<file path="src/rtl/sb_rx_dispatcher.sv">
// Sideband RX read sequencer: polls the RX FIFO one message at a time and hands each
// message to one of NUM_DEST valid/ready consumers. Illegal destinations and stalled consumers cause a drop.
module sb_rx_dispatcher #(
    parameter int NUM_DEST      = 4,
    parameter int DEST_LSB      = 0,
    parameter int POLL_GAP      = 8,
    parameter int STALL_TIMEOUT = 255
) (
    input  logic                clk_100MHz,
    input  logic                reset,
    input  logic                enable_i,
    output logic                rx_msg_req_o,
    input  logic [63:0]         rx_data_i,
    input  logic                rx_valid_i,
    output logic [NUM_DEST-1:0] dst_valid_o,
    output logic [63:0]         dst_data_o,
    input  logic [NUM_DEST-1:0] dst_ready_i,
    output logic                drop_o,
    output logic [7:0]          drop_cnt_o,
    output logic                busy_o
);

    localparam int DW = $clog2(NUM_DEST);
    localparam int GW = (POLL_GAP > 1) ? $clog2(POLL_GAP) : 1;

    typedef enum logic [2:0] {IDLE, REQ, WAIT, HOLD, BACKOFF} state_t;

    state_t              state_q, state_d;
    logic [DW-1:0]       dest_q, dest_d;
    logic [7:0]          stall_q, stall_d;
    logic [GW-1:0]       gap_q, gap_d;
    logic [63:0]         data_q, data_d;
    logic                req_q, req_d;
    logic [NUM_DEST-1:0] valid_q, valid_d;
    logic                drop_q, drop_d;
    logic [7:0]          drop_cnt_q, drop_cnt_d;
    logic                busy_q, busy_d;

    logic                drop_evt;
    logic [DW-1:0]       rx_dest;
    logic                rx_dest_ok;
    logic [2**DW-1:0]    ready_pad;
    logic [NUM_DEST-1:0] hold_sel;

    assign rx_dest    = rx_data_i[DEST_LSB +: DW];
    assign rx_dest_ok = (int'(rx_dest) < NUM_DEST);
    // Padding lets a non-power-of-2 consumer count be indexed by the full dest field.
    assign ready_pad  = (2**DW)'(dst_ready_i);

    generate
        for (genvar gi = 0; gi < NUM_DEST; gi++) begin : g_sel
            assign hold_sel[gi] = (state_d == HOLD) && (dest_d == DW'(gi));
        end
    endgenerate

    always_ff @(posedge clk_100MHz or posedge reset) begin
        if (reset) begin
            state_q    <= IDLE;
            dest_q     <= '0;
            stall_q    <= '0;
            gap_q      <= '0;
            data_q     <= '0;
            req_q      <= 1'b0;
            valid_q    <= '0;
            drop_q     <= 1'b0;
            drop_cnt_q <= '0;
            busy_q     <= 1'b0;
        end else begin
            state_q    <= state_d;
            dest_q     <= dest_d;
            stall_q    <= stall_d;
            gap_q      <= gap_d;
            data_q     <= data_d;
            req_q      <= req_d;
            valid_q    <= valid_d;
            drop_q     <= drop_d;
            drop_cnt_q <= drop_cnt_d;
            busy_q     <= busy_d;
        end
    end

    always_comb begin
        state_d  = state_q;
        dest_d   = dest_q;
        stall_d  = stall_q;
        gap_d    = gap_q;
        data_d   = data_q;
        drop_evt = 1'b0;
        unique case (state_q)
            IDLE: begin
                if (enable_i) state_d = REQ;
            end
            REQ: begin
                state_d = WAIT;
            end
            WAIT: begin
                if (rx_valid_i) begin
                    data_d = rx_data_i;
                    if (rx_dest_ok) begin
                        state_d = HOLD;
                        dest_d  = rx_dest;
                        stall_d = '0;
                    end else begin
                        state_d  = IDLE;
                        drop_evt = 1'b1;
                    end
                end else begin
                    state_d = BACKOFF;
                    gap_d   = GW'(POLL_GAP - 1);
                end
            end
            BACKOFF: begin
                if (gap_q == '0) state_d = IDLE;
                else             gap_d   = gap_q - 1'b1;
            end
            HOLD: begin
                // Ready in the final timeout cycle still wins over the drop.
                if (ready_pad[dest_q]) begin
                    state_d = IDLE;
                end else begin
                    stall_d = stall_q + 8'd1;
                    if (stall_q + 8'd1 == 8'(STALL_TIMEOUT)) begin
                        state_d  = IDLE;
                        drop_evt = 1'b1;
                    end
                end
            end
            default: state_d = IDLE;
        endcase
    end

    always_comb begin
        req_d      = (state_d == REQ);
        busy_d     = (state_d != IDLE);
        valid_d    = hold_sel;
        drop_d     = drop_evt;
        drop_cnt_d = drop_cnt_q;
        if (drop_evt && drop_cnt_q != 8'hFF) drop_cnt_d = drop_cnt_q + 8'd1;
    end

    assign rx_msg_req_o = req_q;
    assign dst_valid_o  = valid_q;
    assign dst_data_o   = data_q;
    assign drop_o       = drop_q;
    assign drop_cnt_o   = drop_cnt_q;
    assign busy_o       = busy_q;

endmodule

</file>
<file path="config.mk">
export PLATFORM = sky130hd
export DESIGN_NAME = sb_rx_dispatcher
export DESIGN_NICKNAME = d
export VERILOG_FILES = /design/src/rtl/sb_rx_dispatcher.sv
export SDC_FILE = /design/constraint.sdc
export NUM_CORES = 1
export LEC_CHECK = 0
export ABC_AREA = 1
export BUFFER_PORTS_ARGS = -buffer_cell sky130_fd_sc_hd__buf_2
export CAP_MARGIN = 20
export CORE_MARGIN = 4
export CORE_UTILIZATION = 46
export DETAILED_ROUTE_END_ITERATION = 7
export PLACE_DENSITY = 0.8
export SYNTH_ARGS = -nofsm -noshare
export SYNTH_HDL_FRONTEND = slang
export SYNTH_SLANG_ARGS = --single-unit
export TNS_END_PERCENT = 10
</file>
<file path="constraint.sdc">
create_clock -name clk_100MHz -period 7.9 [get_ports clk_100MHz]
set_clock_uncertainty 0.15 [all_clocks]
set_input_delay 1.58 -clock clk_100MHz [delete_from_list [all_inputs] [get_ports clk_100MHz]]
set_output_delay 1.58 -clock clk_100MHz [all_outputs]
set_load 0.03 [all_outputs]
</file>
==> flow_metrics.tcl, run 1 <==
set metrics [dict create \
    outcome "finished clean" \
    rows 34 \
    rsz0062_at_grt "no" \
    clockBufferDepth 2 \
    r2r-end "stall_q[7]" \
    synth_nets 571 \
    wl_um 9620 \
    core_um2 8720 \
    io_pins 151 \
    gr-usage-all-layers_pct 19.0 \
    r2r-start "state_q[2]" \
    die_w_um 103 \
    port-buffer-count 150 \
    p_switching_mw 0.915 \
    syn_area_per_cell_um2 8.36 \
    worst_ep_required_time_ns 8.01 \
    cts.reportedPaths.clkPinSlew_ns 0.09 \
    leakagePower_nw 3.03 \
    syn_inst 494 \
    netlist_top_cells_area "dfrtp_1 (58%), nand2_1 (23%), inv_1 (3.4%)" \
    hp-class "flop to flop" \
    worstSetupStartpointType "primary input" \
    antenna_cells 0 \
    first_pass_iters 6 \
    first_iter_violations 147 \
    area_growth_pct 25.0 \
    peakVddDrop_mv 0.226 \
    hold_violations 0 \
    p_per_area_nw_per_um2 384 \
    p_seq_share_pct 40.0 \
    start_util_pct 47.4 \
    yosys.area.top_type "dfrtp_1" \
    numClockSinks 95 \
    fin_tns_setup_ns 0 \
    fin_crit_ns 3.51 \
    synth_top_area_share_pct 57.6 \
    synth_seq_area_share_pct 57.6 \
    swShare_pct 46.1 \
    place_congestion 0.919 \
    die_area_um2 10600 \
    reg2reg_depth 7 \
    criticalPathCategory "primary input to flop" \
    numCtsBuffers 9 \
    ys_seq_elements 95 \
    post-dp-hpwl_um 7080 \
    cts_resized 0 \
    ys_types 28 \
    first_global_vias 3631 \
    crit_path_end_kind "flop" \
    cts_tree "done" \
    power_mw 1.99 \
    nNetsFinal 719 \
    grt_remaining_overflow 0 \
    vias 3632 \
    internal_power_mw 1.07 \
    pwr-share-clk_pct 16.5 \
    grt_pass1_wl_um 16200 \
    worst_slew_pin_slew_ns 1.05 \
    grt_antenna_before_repair 0 \
    syn_area_um2 4130 \
    die_h_um 103 \
    route.detailed.drc 0 \
    post_cts_buffers 0 \
    crit_start "rx_valid_i" \
    pwr-share-comb_pct 43.5 \
    drive_above_1_share_pct 29.5 \
    drv_slew 0 \
    post-route-period-util_pct 44.5 \
    hold_buffers 0 \
    arrival_ns 3.62 \
    h-tree-depth 3 \
    cts_root_buffer "clkbuf_8" \
    reg2reg_slack_ns 5.15 \
    fmax_mhz 285 \
    relSlewSlack_pct 29.9 \
    max_cap_violations 0 \
    crit_end "stall_q[7]" \
    yosysWarnings 0 \
    grt_max_degree 71 \
    finalSetupViolCount 0 \
    ant_nets 0 \
    viasPerCell 4.81 \
    insertion_delay_ns 0.35 \
    crit_fanout 70 \
    wl_per_cell_um 12.7 \
]
## per-layer routing
| metal | part of all wire [%] | GRT usage (%) |
|---|---|---|
| met4 | 0.68 | 5.08 |
| met5 | 0 | 0 |
| met3 | 7.0 | 4.06 |
| met1 | 44 | 25.2 |
| met2 | 48 | 32.0 |
## cell usage after synthesis (all sizes together)
cell	n
nand2	256
dfrtp	95
inv	39
nor2	29
nand3	24
buf	13
o21ai	9
nand4	7
ha	5
o22ai	4
a41oi	2
clkbuf	2
nand3b	2
xnor2	2
a21oi	1
nor3	1
nor4	1
o211ai	1
xor2	1
## cell type report
type                    instances  area, µm²
fillers                       774       3560
flip-flops and latches         95       2380
multi-input cells             345       1530
repair buffers                152        766
inverters                      39        148
clock buffers                  11        141
well taps                     108        135
clock inverters                 5       63.8
## worst max-delay path, cell delays in order
cell and delay [ns]:
buf_2 0.09, inv_1 0.10, nor2_4 0.05, buf_4 0.32, inv_2 0.84, nand2_1 0.36
o21ai_0 0.25
## power groups by stage
| stage | sequential (mW) | combinational, mW | clock (mW) |
|---|---|---|---|
| floorplan | 1.09 | 0.315 | 0 |
| global placement | 0.797 | 0.850 | 0 |
| detailed placement | 0.798 | 0.877 | 0 |
| CTS | 0.795 | 0.875 | 0.337 |
| global route | 0.817 | 0.958 | 0.361 |
| finish | 0.795 | 0.863 | 0.327 |
## state kept, by name, summed over array words and instances (netlist names)
signal,flops
drop_o,1
drop_cnt_o,8
state_q,3
dest_q,2
rx_msg_req_o,1
dst_data_o,64
stall_q,8
busy_o,1
dst_valid_o,4
gap_q,3
## worst min-delay path by stage
stage / start / end / slack, ns / cells after the start
after CTS: dst_data_o[27] / dst_data_o[27] / 0.32 / 2
final: dst_data_o[11] / dst_data_o[11] / 0.32 / 2
after global routing: dst_data_o[17] / dst_data_o[17] / 0.34 / 2
after floorplan: stall_q[4] / stall_q[4] / 0.37 / 2
after detailed placement: dst_data_o[27] / dst_data_o[27] / 0.30 / 2
after global placement: dst_data_o[36] / dst_data_o[36] / 0.30 / 2
## cell families (layout without fill, tap and decap cells)
family                     Yosys count  count (layout)  share of synthesized area, %
adders and majority gates            5               5                          1.51
AOI/OAI and AO/OA                   17              17                          2.42
DFF                                 95              95                          57.6
buffers and inverters               54             207                          5.45
and+or+nand+nor                    320             320                          32.4
xor gates and xnor gates             3               3                         0.636
## cells in the final DEF, fill, tap and decap left out, drive strengths merged, types with 2 or more instances in the layout
master and count:
xnor2 2, dfrtp 95, nor2 29, buf 152, nand3 24, nand2 256, inv 40, ha 5
o21ai 9, a41oi 2, nand4 7, clkinv 2, nand3b 2, o22ai 4, clkbuf 11
## per-stage QoR
stage	utilization (%)	hold slack (ns)	cell area, µm²	setup slack, ns	instances
after floorplan	-	0.366	4130	3.69	494
after global placement	56.9	0.301	4960	4.06	739
after detailed placement	56.9	0.303	4960	3.98	739
after CTS	59.2	0.324	5160	4.34	755
after global routing	59.2	0.338	5160	4.10	755
final	59.2	0.323	5160	4.39	755
No activity file was read; power rests on OpenSTA's default activity.
==> inputs of run 2 (changes only) <==
--- a/config.mk
+++ b/config.mk
@@ -9,9 +9,9 @@
 export BUFFER_PORTS_ARGS = -buffer_cell sky130_fd_sc_hd__buf_2
 export CAP_MARGIN = 20
 export CORE_MARGIN = 4
-export CORE_UTILIZATION = 46
+export CORE_UTILIZATION = 45
 export DETAILED_ROUTE_END_ITERATION = 7
-export PLACE_DENSITY = 0.8
+export PLACE_DENSITY = 0.82
 export SYNTH_ARGS = -nofsm -noshare
 export SYNTH_HDL_FRONTEND = slang
 export SYNTH_SLANG_ARGS = --single-unit
==> constraint.sdc (replaced) <==
create_clock -name clk_100MHz -period 3.1 [get_ports clk_100MHz]
set_clock_uncertainty 0.15 [all_clocks]
set_input_delay 0.62 -clock clk_100MHz [delete_from_list [all_inputs] [get_ports clk_100MHz]]
set_output_delay 0.62 -clock clk_100MHz [all_outputs]
set_load 0.03 [all_outputs]
==> run 2 against run 1 <==
  * Clock power grew to 2.6 times the previous value
  * Via count grew 0.39%
  * Critical path depth unchanged
  * Critical endpoint is now dst_data_o[63]
==> flow_metrics.tcl, run 2 (same netlist as run 1, synthesis figures left out) <==
set metrics [dict create \
    rows 34 \
    start_util_pct 46.9 \
    grt_max_degree 60 \
    grt_remaining_overflow 0 \
    hp-class "primary input to async pin" \
    register_area_um2 2380 \
    post-dp-hpwl_um 7570 \
    hold_violations 0 \
    pre_cts_ws_ns 0.850 \
    layout_common_cells "nand2_1 (251), buf_2 (150), dfrtp_1 (95), inv_1 (35), nand3_1 (22)" \
    largest_reg_flops 64 \
    final_common_cell "nand2_1" \
    port-buffer-count 150 \
    cts.reportedPaths.clkPinSlew_ns 0.10 \
    crit_fanout 34 \
    crit_path_end_kind "flop" \
    nNetsFinal 722 \
    antenna_cells 0 \
    post-route-period-util_pct 69.6 \
    grt_antenna_before_repair 0 \
    critPathSlowestCell "dfrtp_1" \
    wl_um 10000 \
    multi_input_area_um2 1530 \
    cts_root_buffer "clkbuf_8" \
    first_pass_iters 4 \
    place_congestion 0.925 \
    cpMostUsedCell "nand2_1" \
    worst_slew_pin_slew_ns 0.787 \
    reg2reg_slack_ns 0.94 \
    finalSetupViolCount 0 \
    worstSetupStartpointType "flop" \
    ant_nets 0 \
    peakVddDrop_mv 0.594 \
    crit_chain "nor2_2 > nand2_1 > nor2_4 > inv_2 > buf_4 > nand2_1 > nand2_1" \
    grt_pass1_wl_um 17300 \
    worst_ep_required_time_ns 3.21 \
    first_iter_violations 204 \
    fin_crit_ns 2.16 \
    placed_area_um2 5000 \
    fin_tns_setup_ns 0 \
    die_area_um2 10800 \
    core_um2 8810 \
    layout_setup_ws_ns 0.943 \
    area_growth_pct 26.1 \
    hold_buffers 0 \
    numCtsBuffers 9 \
    die_w_um 104 \
    arrival_ns 2.26 \
    post_cts_buffers 0 \
    h-tree-depth 3 \
    r2r-start "state_q[2]" \
    fmax_mhz 464 \
    stdcell_area_um2 5210 \
    fin_util_pct 59.2 \
    io_pins 151 \
    first_global_vias 3724 \
    outcome "finished clean" \
    vias 3646 \
    route.detailed.drc 0 \
    max_cap_violations 0 \
    criticalPathCategory "flop to flop" \
    drive_above_1_share_pct 30.0 \
    cp_top_family "simple AND/OR/NAND/NOR gates" \
    viasPerCell 4.81 \
    wl_per_cell_um 13.2 \
    reg2reg_depth 7 \
    path_buf_inv 2 \
    drv_slew 0 \
    gr-usage-all-layers_pct 19.3 \
    fill_cells 761 \
    relSlewSlack_pct 47.4 \
    rsz0062_at_grt "no" \
    worst_path_largest_cell_delay_ns 0.46 \
    numClockSinks 95 \
    leakagePower_nw 3.05 \
    clockBufferDepth 2 \
    insertion_delay_ns 0.36 \
    cts_tree "done" \
    cts_resized 0 \
    die_h_um 104 \
    r2r-end "dst_data_o[63]" \
    p_per_area_nw_per_um2 984 \
]
[run 2: layer usage]
| layer | vias to the layer above | wire, µm | global-route usage (%) |
|---|---|---|---|
| met3 | 11 | 739 | 4.54 |
| met5 | - | 0 | 0 |
| met4 | 0 | 141 | 6.17 |
| met1 | 1695 | 4200 | 24.6 |
| li1 | 1815 | - | - |
| met2 | 125 | 4930 | 32.6 |
[run 2: stage by stage]
step           power, mW  hold WS (ns)  cells
2_1_floorplan       3.59         0.366    494
6_report            5.13         0.245    758
4_1_cts             5.17         0.254    758
3_3_place_gp        4.22         0.301    742
3_5_place_dp        4.31         0.304    742
5_1_grt             5.48         0.289    758
[run 2: layout make-up]
| class | count | share of cell area [%] |
|---|---|---|
| Timing Repair Buffer | 155 | 15.4 |
| Clock buffer | 9 | 2.38 |
| Clock inverter | 7 | 1.71 |
| Sequential cell | 95 | 45.6 |
| Inverter | 39 | 2.88 |
| Multi-Input combinational cell | 345 | 29.4 |
| Tap cell | 108 | 2.59 |
[run 2: how the worst max path moves through the flow]
stage	start	cells after the start	end	slack, ns
2_1_floorplan	reset	1	busy_o	1.21
6_report	state_q[2]	7	dst_data_o[63]	0.94
4_1_cts	state_q[2]	7	dst_data_o[63]	0.92
3_3_place_gp	rx_valid_i	7	dst_data_o[44]	0.94
3_5_place_dp	rx_valid_i	7	dst_data_o[63]	0.85
5_1_grt	state_q[2]	6	stall_q[7]	0.70
[run 2: report_power, final]
| group | internal (mW) | switching (mW) | leakage (nW) | total (mW) |
|---|---|---|---|---|
| logic | 0.620 | 1.62 | 1.73 | 2.24 |
| registers | 1.72 | 0.311 | 1.21 | 2.03 |
| clock network | 0.391 | 0.465 | 0.109 | 0.856 |
[run 2: worst register-to-register path, stage by stage, from the launching register on]
cell     delay (ns)
dfrtp_1        0.46
nor2_2         0.17
nand2_1        0.11
nor2_4         0.36
inv_2          0.35
buf_4          0.32
nand2_1        0.08
nand2_1        0.06
==> inputs of run 3 (changes only) <==
--- a/config.mk
+++ b/config.mk
@@ -9,9 +9,9 @@
 export BUFFER_PORTS_ARGS = -buffer_cell sky130_fd_sc_hd__buf_2
 export CAP_MARGIN = 20
 export CORE_MARGIN = 4
-export CORE_UTILIZATION = 45
+export CORE_UTILIZATION = 46
 export DETAILED_ROUTE_END_ITERATION = 7
-export PLACE_DENSITY = 0.82
+export PLACE_DENSITY = 0.8
 export SYNTH_ARGS = -nofsm -noshare
 export SYNTH_HDL_FRONTEND = slang
 export SYNTH_SLANG_ARGS = --single-unit
==> constraint.sdc (replaced) <==
create_clock -name clk_100MHz -period 2.1 [get_ports clk_100MHz]
set_clock_uncertainty 0.15 [all_clocks]
set_input_delay 0.42 -clock clk_100MHz [delete_from_list [all_inputs] [get_ports clk_100MHz]]
set_output_delay 0.42 -clock clk_100MHz [all_outputs]
set_load 0.03 [all_outputs]
==> run 3 against run 2 <==
  * Core utilization up 1.3 points
  * Die area down 2.0%
  * Register-to-register slack worse by 0.78 ns
  * Final cell count up 0.40%
  * Sequential power up 45%
  * Highest routed layer unchanged
==> flow_metrics.tcl, run 3 (same netlist as run 1, synthesis figures left out) <==
set metrics [dict create \
    outcome "finished clean" \
    place_congestion 0.968 \
    p_per_area_nw_per_um2 1420 \
    die_area_um2 10600 \
    vias 3697 \
    wl_um 9800 \
    gr-usage-all-layers_pct 19.4 \
    numCtsBuffers 9 \
    p_seq_share_pct 39.3 \
    crit_start "stall_q[2]" \
    fin_tns_setup_ns 0 \
    stdcell_area_um2 5270 \
    insertion_delay_ns 0.35 \
    crit_fanout 8 \
    fmax_mhz 516 \
    nNetsFinal 726 \
    crit_path_end_kind "flop" \
    criticalPathCategory "flop to flop" \
    core_um2 8720 \
    ant_nets 0 \
    cts_tree "done" \
    worst_hold_slack_ns 0.108 \
    numClockSinks 95 \
    first_pass_iters 4 \
    worstSetupStartpointType "flop" \
    worst_ep_required_time_ns 2.20 \
    relSlewSlack_pct 61.5 \
    antenna_cells 0 \
    max_cap_violations 0 \
    p_switching_mw 3.46 \
    placed_area_um2 5050 \
    area_growth_pct 27.7 \
    finalSetupViolCount 0 \
    post-dp-hpwl_um 7390 \
    hold_violations 0 \
    clockBufferDepth 2 \
    drv_slew 0 \
    drive_above_1_share_pct 30.3 \
    route.detailed.drc 0 \
    die_h_um 103 \
    grt_remaining_overflow 0 \
    wl_per_cell_um 12.9 \
    internal_power_mw 4.04 \
    viasPerCell 4.86 \
    first_global_vias 3670 \
    r2r-start "stall_q[2]" \
    grt_pass1_wl_um 16300 \
    swShare_pct 46.1 \
    holdCritStartpoint "rx_data_i[8]" \
    io_pins 151 \
    pre_cts_ws_ns 0.186 \
    die_w_um 103 \
    layout_common_cells "nand2_1 (251), buf_2 (150), dfrtp_1 (95), inv_1 (35), nand3_1 (22)" \
    grt_max_degree 66 \
    cts.reportedPaths.clkPinSlew_ns 0.09 \
    fin_crit_ns 1.94 \
    largest_reg_flops 64 \
    layout_setup_ws_ns 0.162 \
    grt_antenna_before_repair 0 \
    cts_root_buffer "clkbuf_8" \
    hp-class "primary input to flop" \
    pwr-share-comb_pct 45.2 \
    first_iter_violations 217 \
    arrival_ns 2.04 \
    h-tree-depth 3 \
    final_common_cell "nand2_1" \
    port-buffer-count 150 \
    pwr-share-clk_pct 15.5 \
    rsz0062_at_grt "no" \
    rows 34 \
    leakagePower_nw 3.07 \
    post-route-period-util_pct 92.3 \
    fin_util_pct 60.5 \
    start_util_pct 47.4 \
    fill_cells 723 \
    worst_slew_pin_slew_ns 0.571 \
    peakVddDrop_mv 1.01 \
]
run 3: changes by cell type in the layout (fill, tap and decap cells not counted), sizes merged:
| cell | change |
|---|---|
| buf | +3 |
| clkbuf | +1 |
| clkinvlp | +1 |
| dlygate4sd3 | +1 |
| inv | -3 |
run 3: timing repair:
item,CTS,global route
hold endpoints to repair,20,0
hold buffers,1,0
setup buffers,0,1
endpoints found under the setup margin,0,10
gates resized for setup,0,4
run 3: power by group through the flow:
stage                     Sequential, mW  Clock, mW  Combinational, mW
after floorplan                     4.11          0               1.18
after global placement              2.94          0               3.35
after detailed placement            2.95          0               3.44
after CTS                           2.94       1.19               3.43
after global routing                3.03       1.29               3.73
final                               2.95       1.16               3.39
run 3: through the flow:
| step | instances | total power, mW |
|---|---|---|
| after global routing | 761 | 8.05 |
| after CTS | 760 | 7.56 |
| after detailed placement | 744 | 6.39 |
| after global placement | 744 | 6.29 |
| after floorplan | 494 | 5.30 |
| final | 761 | 7.50 |
run 3: layer usage:
metal  global-route usage (%)  vias up  routed length, µm
met1                     24.3     1723               4080
met3                     5.95       11                726
met2                     32.8      131               4890
met4                     5.28        0                101
li1                         -     1832                  -
met5                        0        -                  0
run 3: path summary, 6_finish.rpt:
check	to	slack (ns)	depth (start not counted)
min reg2reg	dst_data_o[18]	0.32	2
min in group asynchronous	dst_data_o[37]	0.51	3
min	dst_data_o[8]	0.11	3
max	drop_cnt_o[5]	0.16	11
max reg2reg	drop_cnt_o[5]	0.16	11
max in group asynchronous	gap_q[0]	0.74	4
run 3: worst max-delay path, cell delays in order, from the launching register on:
cell and delay, ns:
dfrtp_1 0.56, nand2_2 0.11, nor2_1 0.17, nand2_1 0.07, nand2_1 0.07, nand2_1 0.10
nor2_4 0.13, nand2_2 0.07, nor2_4 0.16, nand3_1 0.09, nand2_1 0.07, nand2_1 0.05
run 3: cell type report:
| cell class | count | area (µm²) | share of cell area, % |
|---|---|---|---|
| well taps | 108 | 135 | 2.56 |
| multi-input cells | 345 | 1550 | 29.4 |
| clock buffers | 10 | 128 | 2.42 |
| flip-flops and latches | 95 | 2380 | 45.1 |
| inverters | 39 | 150 | 2.85 |
| repair buffers | 159 | 871 | 16.5 |
| clock inverters | 5 | 60.1 | 1.14 |
